### src/rtl/comparator_pkg.sv
// -----------------------------------------------------------------------------
// comparator_pkg
// Shared definitions for the comparator sweep driver and its reference model:
//   - WIDTH_DEFAULT : default operand width
//   - CMP_LATENCY   : edges from driving a pair to sampling its flags
//   - ST_*          : 2-bit FSM state encoding (IDLE/SWEEP/DRAIN/DONE)
//   - flags_t       : packed {gt, eq, lt} result
//   - is_onehot3()  : true when exactly one flag is set
// -----------------------------------------------------------------------------
package comparator_pkg;

    localparam int WIDTH_DEFAULT = 2;
    localparam int CMP_LATENCY   = 2;

    localparam logic [1:0] ST_IDLE  = 2'd0;
    localparam logic [1:0] ST_SWEEP = 2'd1;
    localparam logic [1:0] ST_DRAIN = 2'd2;
    localparam logic [1:0] ST_DONE  = 2'd3;

    typedef struct packed {
        logic gt;
        logic eq;
        logic lt;
    } flags_t;

    function automatic logic is_onehot3(input flags_t f);
        return (f == 3'b100) || (f == 3'b010) || (f == 3'b001);
    endfunction

endpackage

### src/rtl/comparator_sweep_driver_if.sv
// -----------------------------------------------------------------------------
// comparator_sweep_driver_if
// Operand/result bus between the sweep driver and a registered comparator.
//   cmp_a, cmp_b           : operands (driver -> comparator)
//   cmp_gt, cmp_eq, cmp_lt : registered flags (comparator -> driver)
// Modports: master = sweep driver, slave = comparator.
// -----------------------------------------------------------------------------
interface comparator_sweep_driver_if
    import comparator_pkg::*;
#(
    parameter int WIDTH = WIDTH_DEFAULT
) ();

    logic [WIDTH-1:0] cmp_a;
    logic [WIDTH-1:0] cmp_b;
    logic             cmp_gt;
    logic             cmp_eq;
    logic             cmp_lt;

    modport master (
        output cmp_a, cmp_b,
        input  cmp_gt, cmp_eq, cmp_lt
    );

    modport slave (
        input  cmp_a, cmp_b,
        output cmp_gt, cmp_eq, cmp_lt
    );

endinterface

### src/rtl/comparator_expect.sv
// -----------------------------------------------------------------------------
// comparator_expect
// Combinational reference comparator used by the sweep driver's self-check.
//   a_i, b_i : operands (WIDTH bits, unsigned)
//   flags_o  : {gt, eq, lt}, always exactly one-hot
// -----------------------------------------------------------------------------
module comparator_expect
    import comparator_pkg::*;
#(
    parameter int WIDTH = WIDTH_DEFAULT
) (
    input  logic [WIDTH-1:0] a_i,
    input  logic [WIDTH-1:0] b_i,
    output flags_t           flags_o
);

    assign flags_o = {a_i > b_i, a_i == b_i, a_i < b_i};

endmodule

### src/rtl/comparator_sweep_driver.sv
// -----------------------------------------------------------------------------
// comparator_sweep_driver
// Bring-up sequencer for a registered comparator: drives every (A,B) pair once,
// counts the returned gt/eq/lt flags and pulses done when the sweep completes.
//
// Ports:
//   clk, rst_n        : clock, asynchronous active-low reset
//   start             : begin a sweep (honoured only in IDLE/DONE)
//   abort             : return to IDLE, freeze counters, no done pulse
//   cmp (master)      : operand/flag bus to the comparator
//   busy              : high in SWEEP/DRAIN
//   done              : one-cycle pulse in DONE
//   gt/eq/lt_cnt      : number of sampled flags that were 1
//   err_cnt, error    : failing results / sticky error (self-check build only)
//
// Configuration macro: CMP_SWEEP_SELFCHECK_EN
//   defined   - results are compared to an internal reference model
//   undefined - err_cnt and error are tied to 0
// -----------------------------------------------------------------------------
module comparator_sweep_driver
    import comparator_pkg::*;
#(
    parameter int WIDTH = WIDTH_DEFAULT,
    parameter int CNT_W = 2 * WIDTH + 1
) (
    input  logic                       clk,
    input  logic                       rst_n,
    input  logic                       start,
    input  logic                       abort,
    comparator_sweep_driver_if.master  cmp,
    output logic                       busy,
    output logic                       done,
    output logic [CNT_W-1:0]           gt_cnt,
    output logic [CNT_W-1:0]           eq_cnt,
    output logic [CNT_W-1:0]           lt_cnt,
    output logic [CNT_W-1:0]           err_cnt,
    output logic                       error
);

    localparam int              PW       = 2 * WIDTH;
    localparam logic [PW-1:0]   LAST_IDX = '1;

    logic [1:0]             state_q, state_d;
    logic [PW-1:0]          idx_q, idx_d;
    logic [WIDTH-1:0]       a_q, a_d;
    logic [WIDTH-1:0]       b_q, b_d;
    // vld_q[0]: a pair is on cmp_a/cmp_b; vld_q[CMP_LATENCY-1]: its flags are
    // visible this cycle.
    logic [CMP_LATENCY-1:0] vld_q, vld_d;
    logic [CNT_W-1:0]       gt_cnt_q, eq_cnt_q, lt_cnt_q;
    logic                   clear;
    logic                   sample;
    flags_t                 seen;

    assign seen = {cmp.cmp_gt, cmp.cmp_eq, cmp.cmp_lt};

    // NOTE: every signal gets a default before the case so no path leaves it
    // unassigned; otherwise synthesis infers a latch.
    always_comb begin
        state_d = state_q;
        idx_d   = idx_q;
        a_d     = a_q;
        b_d     = b_q;
        vld_d   = {vld_q[CMP_LATENCY-2:0], 1'b0};
        clear   = 1'b0;

        if (abort) begin
            state_d = ST_IDLE;
            vld_d   = '0;
        end else begin
            case (state_q)
                ST_IDLE, ST_DONE: begin
                    if (start) begin
                        clear    = 1'b1;
                        a_d      = '0;
                        b_d      = '0;
                        idx_d    = PW'(1);
                        vld_d[0] = 1'b1;
                        state_d  = ST_SWEEP;
                    end else begin
                        state_d  = ST_IDLE;
                    end
                end
                ST_SWEEP: begin
                    {a_d, b_d} = idx_q;
                    idx_d      = idx_q + PW'(1);
                    vld_d[0]   = 1'b1;
                    if (idx_q == LAST_IDX) begin
                        state_d = ST_DRAIN;
                    end
                end
                ST_DRAIN: begin
                    // Leave once the last pair has reached the sampling stage.
                    if (vld_q[CMP_LATENCY-2:0] == '0) begin
                        state_d = ST_DONE;
                    end
                end
                default: state_d = ST_IDLE;
            endcase
        end
    end

    // Abort freezes the counters on the very edge it is seen.
    assign sample = vld_q[CMP_LATENCY-1] && !abort;

    // NOTE: state uses non-blocking assignments so every register updates from
    // pre-edge values, independent of statement order.
    // NOTE: reset is asynchronous; every register here is reset, no memories.
    always_ff @(posedge clk or negedge rst_n) begin
        if (!rst_n) begin
            state_q  <= ST_IDLE;
            idx_q    <= '0;
            a_q      <= '0;
            b_q      <= '0;
            vld_q    <= '0;
            gt_cnt_q <= '0;
            eq_cnt_q <= '0;
            lt_cnt_q <= '0;
        end else begin
            state_q <= state_d;
            idx_q   <= idx_d;
            a_q     <= a_d;
            b_q     <= b_d;
            vld_q   <= vld_d;
            if (clear) begin
                gt_cnt_q <= '0;
                eq_cnt_q <= '0;
                lt_cnt_q <= '0;
            end else if (sample) begin
                // Flags are counted independently; one-hot is not assumed.
                if (seen.gt) gt_cnt_q <= gt_cnt_q + CNT_W'(1);
                if (seen.eq) eq_cnt_q <= eq_cnt_q + CNT_W'(1);
                if (seen.lt) lt_cnt_q <= lt_cnt_q + CNT_W'(1);
            end
        end
    end

`ifdef CMP_SWEEP_SELFCHECK_EN
    flags_t           exp_now;
    flags_t           exp_q;
    logic             fail;
    logic [CNT_W-1:0] err_cnt_q;
    logic             error_q;

    comparator_expect #(.WIDTH(WIDTH)) u_expect (
        .a_i     (a_q),
        .b_i     (b_q),
        .flags_o (exp_now)
    );

    // The driven pair itself is stage 0; one register carries its expected
    // flags alongside the comparator's own register stage.
    assign fail = sample && (!is_onehot3(seen) || (seen != exp_q));

    always_ff @(posedge clk or negedge rst_n) begin
        if (!rst_n) begin
            exp_q     <= '0;
            err_cnt_q <= '0;
            error_q   <= 1'b0;
        end else begin
            exp_q <= exp_now;
            if (clear) begin
                err_cnt_q <= '0;
                error_q   <= 1'b0;
            end else if (fail) begin
                err_cnt_q <= err_cnt_q + CNT_W'(1);
                error_q   <= 1'b1;
            end
        end
    end

    assign err_cnt = err_cnt_q;
    assign error   = error_q;
`else
    assign err_cnt = '0;
    assign error   = 1'b0;
`endif

    assign cmp.cmp_a = a_q;
    assign cmp.cmp_b = b_q;
    assign busy      = (state_q == ST_SWEEP) || (state_q == ST_DRAIN);
    assign done      = (state_q == ST_DONE);
    assign gt_cnt    = gt_cnt_q;
    assign eq_cnt    = eq_cnt_q;
    assign lt_cnt    = lt_cnt_q;

endmodule

### src/flat_wrapper.sv
// flat-port wrapper written by rule: the top's interface ports become plain ports
module comparator_sweep_driver_flat import comparator_pkg::*;
#(
    parameter int WIDTH = WIDTH_DEFAULT,
    parameter int CNT_W = 2 * WIDTH + 1
)
  (clk, rst_n, start, abort, busy, done, gt_cnt, eq_cnt, lt_cnt, err_cnt, error, cmp_cmp_a, cmp_cmp_b, cmp_cmp_gt, cmp_cmp_eq, cmp_cmp_lt);
  comparator_sweep_driver_if #(.WIDTH(WIDTH)) cmp_i ();
  input  logic clk;
  input  logic rst_n;
  input  logic start;
  input  logic abort;
  output logic busy;
  output logic done;
  output logic [CNT_W-1:0] gt_cnt;
  output logic [CNT_W-1:0] eq_cnt;
  output logic [CNT_W-1:0] lt_cnt;
  output logic [CNT_W-1:0] err_cnt;
  output logic error;
  output wire logic [$bits(cmp_i.cmp_a)-1:0] cmp_cmp_a;
  output wire logic [$bits(cmp_i.cmp_b)-1:0] cmp_cmp_b;
  input wire logic [$bits(cmp_i.cmp_gt)-1:0] cmp_cmp_gt;
  input wire logic [$bits(cmp_i.cmp_eq)-1:0] cmp_cmp_eq;
  input wire logic [$bits(cmp_i.cmp_lt)-1:0] cmp_cmp_lt;
  assign cmp_cmp_a = cmp_i.cmp_a;
  assign cmp_cmp_b = cmp_i.cmp_b;
  assign cmp_i.cmp_gt = cmp_cmp_gt;
  assign cmp_i.cmp_eq = cmp_cmp_eq;
  assign cmp_i.cmp_lt = cmp_cmp_lt;
  comparator_sweep_driver #(.WIDTH(WIDTH), .CNT_W(CNT_W)) u_core (.clk(clk), .rst_n(rst_n), .start(start), .abort(abort), .cmp(cmp_i), .busy(busy), .done(done), .gt_cnt(gt_cnt), .eq_cnt(eq_cnt), .lt_cnt(lt_cnt), .err_cnt(err_cnt), .error(error));
endmodule
### config.mk
export PLATFORM = sky130hd
export DESIGN_NAME = comparator_sweep_driver_flat
export DESIGN_NICKNAME = d
export VERILOG_FILES = /design/src/rtl/comparator_pkg.sv /design/src/rtl/comparator_sweep_driver_if.sv /design/src/rtl/comparator_expect.sv /design/src/rtl/comparator_sweep_driver.sv /design/src/flat_wrapper.sv
export SDC_FILE = /design/constraint.sdc
export NUM_CORES = 1
export LEC_CHECK = 0
export CAP_MARGIN = 20
export CORE_UTILIZATION = 50
export CTS_CLUSTER_DIAMETER = 50
export DETAILED_ROUTE_END_ITERATION = 10
export PLACE_DENSITY = 0.8
export SLEW_MARGIN = 20
export SYNTH_ARGS = -nofsm -noshare
export SYNTH_HDL_FRONTEND = slang
export SYNTH_SLANG_ARGS = --single-unit
### constraint.sdc
create_clock -name clk -period 4.25 [get_ports clk]
set_input_delay 0.425 -clock clk [delete_from_list [all_inputs] [get_ports clk]]
set_output_delay 0.425 -clock clk [all_outputs]
set_load 0.03 [all_outputs]
; After elaboration in Yosys (flattened, before gate mapping)
; Index checks and enable logic that the tools add are counted.
[word_totals]
regBits = 27
latchBits = 0
mem_bits_rw = 0
rom_bits = 0
inputBits = 7
out_inout_bits = 27
wordCells = 60
n_memories = 0
[classes]
add_sub_neg = 4
n_mul = 0
n_div = 0
order_cmp = 0
eq_ne = 7
shift = 0
muxes = 25
bitwise_logic = 1
n_reduce_logical = 15
[op_table]
columns = cell, count
row1 = $mux 5, 9
row2 = $add 5x1->5 const B, 3
row3 = $reduce_bool 2->1, 5
row4 = $mux 2, 4
row5 = $pmux 2 s2, 2
row6 = $pmux 4 s2, 1
row7 = $reduce_and 2->1, 4
row8 = $mux 1, 6
row9 = $pmux 2 s3, 1
row10 = $add 4x1->4 const B, 1
row11 = $eq 2x2->1 const B, 2
row12 = $eq 4x4->1 const B, 1
row13 = $mux 4, 1
row14 = $ne 3x2->1 const B, 1
row15 = $ne 3x3->1 const B, 1
row16 = $reduce_and 3->1, 1
row17 = $eq 2x1->1 const B, 1
row18 = $logic_not 2->1, 1
row19 = $ne 2x2->1 const B, 1
row20 = $pmux 1 s2, 1
row21 = $reduce_or 2->1, 1
row22 = $logic_and 1x1->1, 1
row23 = $logic_not 1->1, 1
row24 = $logic_or 1x1->1, 1
row25 = $not 1->1, 1

; Logic depth before layout (Yosys ltp)
[depth]
ltp_word = 6
mapped_depth = 6

; Least setup slack after synthesis
; OpenSTA, ideal clock, no wires.
[synth_timing]
path_kind = reg-to-reg
from = reg u_core.state_q[0]
to = reg u_core.idx_q[3]
arrival_time_ps = 1510
required_ps = 4124
setup_slack_ps = 2614
path_stages_with_launch = 7
path_buffers = 1
cell_sequence = dfrtp_1 -> inv_1 -> ha_1 -> nand2b_1 -> clkbuf_1 -> a21boi_0 -> a311o_1
[synth_via]
elab_chain_len = 4
[synth_lines]
columns = item, line_no
row1 = start: declaration, comparator_sweep_driver.sv:43  ; logic [1:0] state_q, state_d;
row2 = start signal: assignment, comparator_sweep_driver.sv:120  ; state_q <= state_d;
row3 = $eq 2x2->1 or $logic_not 2->1 (tied branches), comparator_sweep_driver.sv:71  ; case (state_q)
row4 = $reduce_or 2->1, comparator_sweep_driver.sv:71
row5 = $ne 2x2->1 (no line) or $reduce_bool 2->1 (tied branches), n/a
row6 = $reduce_and 3->1 (no line), n/a
row7 = end signal: assignment, comparator_sweep_driver.sv:121  ; idx_q <= idx_d;
row8 = end: declaration, comparator_sweep_driver.sv:44  ; logic [PW-1:0] idx_q, idx_d;
; Several ways; a longest one is shown, not always the timed one.
; A chain may end at the register's enable or synchronous reset.

; Worst setup path in the final report
[layout_timing]
from = reg u_core.state_q[0]
to = out busy
[layout_via]
elab_chain_len = 2
[layout_lines]
columns = item, line_no
row1 = $eq 2x1->1 or $eq 2x2->1 (tied branches), comparator_sweep_driver.sv:181  ; assign busy = (state_q == ST_SWEEP) || (state_q == ST_DRAIN);
row2 = $logic_or 1x1->1 (*), comparator_sweep_driver.sv:181
row3 = end: declaration, flat_wrapper.sv:13  ; output logic busy;
; Mark *: on every way between the ends. The rest lies on a longest branch, timed or not.

==> results.md <==
* Status: finished, final reports clean
* Average cell area after synthesis at 10.5 sq um
* Number of buffers inserted for hold repair after clock tree synthesis at 0
* Ordered cell list for the critical path: inv_1 > ha_1 > inv_1 > clkdlybuf4s50_1
* Layout overhead on the synthesized area at 19.8%
* Setup_tns at 0 ns
* Count of mapped cells out of synthesis at 141
* Weighted congestion at the end of routability-driven global placement at 0.859
* Area of placed instances at 1740 sq um
* Chip Width at 56.3 um
* Highest net fanout along the worst path at 6
* Worst-margin pin slew at 0.564 ns
* Initial detailed-routing violation count at 32
* Root Driver: sky130_fd_sc_hd__clkbuf_4
* Clock net sink count at 27
* Post-synthesis cell area at 1470 sq um
* Dominant combinational cell family by area after synthesis: simple AND/OR/NAND/NOR gates
* Part of the Yosys area used for sequential elements at 45.8%
* Min-delay worst type: input port to async pin
* Total of flip-flops plus latches after synthesis at 27
* Commonest cells after routing, fill and taps aside: sky130_fd_sc_hd__clkdlybuf4s50_1 (27), sky130_fd_sc_hd__dfrtp_1 (27), sky130_fd_sc_hd__nor2_1 (12)
* Routed wire length at 2840 um
* Final period utilization at 57.3%
* F_max at 411 MHz
* Simple-gate share of the synthesized area at 21.6%
* Std cell rows at 19
* Clock latency on the worst-skew pair at 0.34 ns
* Cell area after layout at 1770 sq um
* Total power after layout at 0.808 mW
* CP dominant cell by count: sky130_fd_sc_hd__inv_1
* Post-DR wirelength/cell at 14.3 um
* Wire length of the first global-routing pass at 4860 um
* CORE AREA at 2780 sq um
* Largest net degree at the start of global routing at 28
* Count of final setup violators at 0
* Drc violations at 0
* Hpwl dp at 2090 um
* Number of pins with negative max-slew slack in the final report at 0
* Initial cell density of the core at 53.0%
* Critical path required time at 3.83 ns
* Total global routing overflow at 0
* Number of hold violations in the final report at 0
* Yosys Warn Count at 0
* Post-cts resize count at 0
* Crit path time final at 2.44 ns
* RSZ-0062 raised after global routing: no
* Vertical extent of the die at 56.3 um
* Post-synth top area share at 45.8%
* Number of antenna violations at the first check in global routing at 0
* Kind of end point of the critical path: primary output
* Clock Pin Slew Worst Setup and Hold Paths at 0.16 ns
* TritonCTS clock tree: yes
* Leading area contributor after synthesis: sky130_fd_sc_hd__dfrtp_1
* Power density normalized to cell area at 458 nW/um^2
* Ratio of cells with drive above 1 in the final layout at 8.38%
* Number of global-route vias before repair at 1086
* I/O pins at 34
* Worst slew slack as a fraction of its limit at 62.3%
* Synth cell types at 33
* Maximum Capacitance Violations at 0
* Compound-gate portion of the synthesized area at 12.6%
* Per-cell via count in the routed design at 5.71
* Delay of the slowest cell on the worst path at 0.66 ns
* Iteration count of the initial detailed-routing pass at 4
* Ant diodes at 0
* Adder-Cell Fraction of Synth Area at 7.64%
* Remaining antenna violation count at 0
* WHS at 0.432 ns
* Category of the worst setup path launch point: flip-flop
* Postcts setup bufs at 0
* Critical path type: flip-flop to primary output
* Maximum clock path buffer count at 2
* H-tree level count at 1
* Total via count in the routed design at 1131
* Lkg Pwr at 0.796 nW
* Cell with the largest stage delay on the worst path: sky130_fd_sc_hd__clkdlybuf4s50_1
* Worst voltage drop across the vdd grid at 0.000352 V
* Post-Route Utilization at 63.5%
* Slack of the worst reg-to-reg path at 2.43 ns
* Number of buffers inserted by port buffering at 27
* Xor/xnor cell area share of the yosys netlist at 3.57%
* Clk_skew at 0.0123 ns
* GRT Total Usage at 19.8%
* Share of cell area taken by muxes after synthesis at 2.72%
* Crit path arrival time at 2.01 ns
* Full die area at 3170 sq um
* Number of clock buffers inserted by TritonCTS at 3
* Cell types with the largest area share after synthesis: sky130_fd_sc_hd__dfrtp_1 (46%), sky130_fd_sc_hd__ha_1 (7.6%), sky130_fd_sc_hd__xor2_1 (3.6%)
* Final net count at 184
[per-stage QoR]
stage / setup slack, ns / std cells
after floorplan: 2.61 / 146
final: 1.81 / 198
after global routing: 1.74 / 198
after detailed placement: 2.04 / 194
after global placement: 2.14 / 194
after CTS: 1.81 / 198
[area by class of cell]
class | instances | area [sq um]
Clock buffer | 3 | 22.5
Clock inverter | 1 | 7.51
Fill cell | 245 | 1020
Inverter | 3 | 11.3
Multi-Input combinational cell | 105 | 732
Sequential cell | 27 | 676
Tap cell | 31 | 38.8
Timing Repair Buffer | 28 | 278
[power by group]
group / leakage [nW] / internal [mW] / switching, mW / total, mW
clock network: 0.0139 / 0.0361 / 0.0830 / 0.119
logic: 0.414 / 0.137 / 0.203 / 0.340
registers: 0.368 / 0.301 / 0.0488 / 0.349
total: 0.796 / 0.473 / 0.335 / 0.808
[layer usage]
layer	vias up	routed length, um	GRT usage (%)
li1	552	-	-
met1	540	1260	25.0
met2	34	1420	33.5
met3	5	108	3.00
met4	0	50	9.06
met5	-	0	0
[worst max-delay path: cells and delay by family (launching register included)]
kind,cells,cell delay [ns]
buf+inv,3,0.85
flops,1,0.43
fa+ha+maj,1,0.40
[registers in the layout, indices dropped and copies added, names as in the netlist]
signal,flops
u_core.idx_q,4
u_core.cmp.cmp_a,2
u_core.state_q,2
u_core.lt_cnt,5
u_core.gt_cnt,5
u_core.eq_cnt,5
u_core.cmp.cmp_b,2
u_core.vld_q,2
[synth_stat cells, drive strengths merged]
master  number
dfrtp       27
nor2        12
buf          9
ha           9
a21oi        7
o21ai        7
nand2        6
nand4        6
or3          6
xor2         6
a21bo        5
mux2i        4
nand3        4
nand4b       4
inv          3
nand2b       3
nand3b       3
nor2b        3
a2111o       2
clkbuf       2
o311ai       2
or3b         2
a21boi       1
a311o        1
and2         1
and2b        1
and3b        1
and4         1
conb         1
nor4b        1
o41ai        1
[logic make-up (layout without fill, tap and decap cells)]
family / Yosys count / in the layout
DFF: 27 / 27
muxes: 4 / 4
AOI/OAI and AO/OA: 26 / 26
other: 1 / 6
adders and majority gates: 9 / 9
and+or+nand+nor: 54 / 54
buffers and inverters: 14 / 35
xor gates and xnor gates: 6 / 6
[final timing paths]
path | endpoint | depth (start not counted) | from
worst max register to register | u_core.cmp.cmp_a[1]$_DFFE_PN0P_ | 5 | u_core.state_q[0]$_DFFE_PN0P_
max in group asynchronous | u_core.idx_q[2]$_DFFE_PN0P_ | 2 | rst_n
worst min register to register | u_core.cmp.cmp_b[1]$_DFFE_PN0P_ | 1 | u_core.cmp.cmp_b[1]$_DFFE_PN0P_
worst min-delay path | u_core.vld_q[0]$_DFF_PN0_ | 2 | rst_n
min in group clk | u_core.cmp.cmp_b[1]$_DFFE_PN0P_ | 1 | u_core.cmp.cmp_b[1]$_DFFE_PN0P_
worst max-delay path | busy | 4 | u_core.state_q[0]$_DFFE_PN0P_
Power figures use the tool's default switching activity.
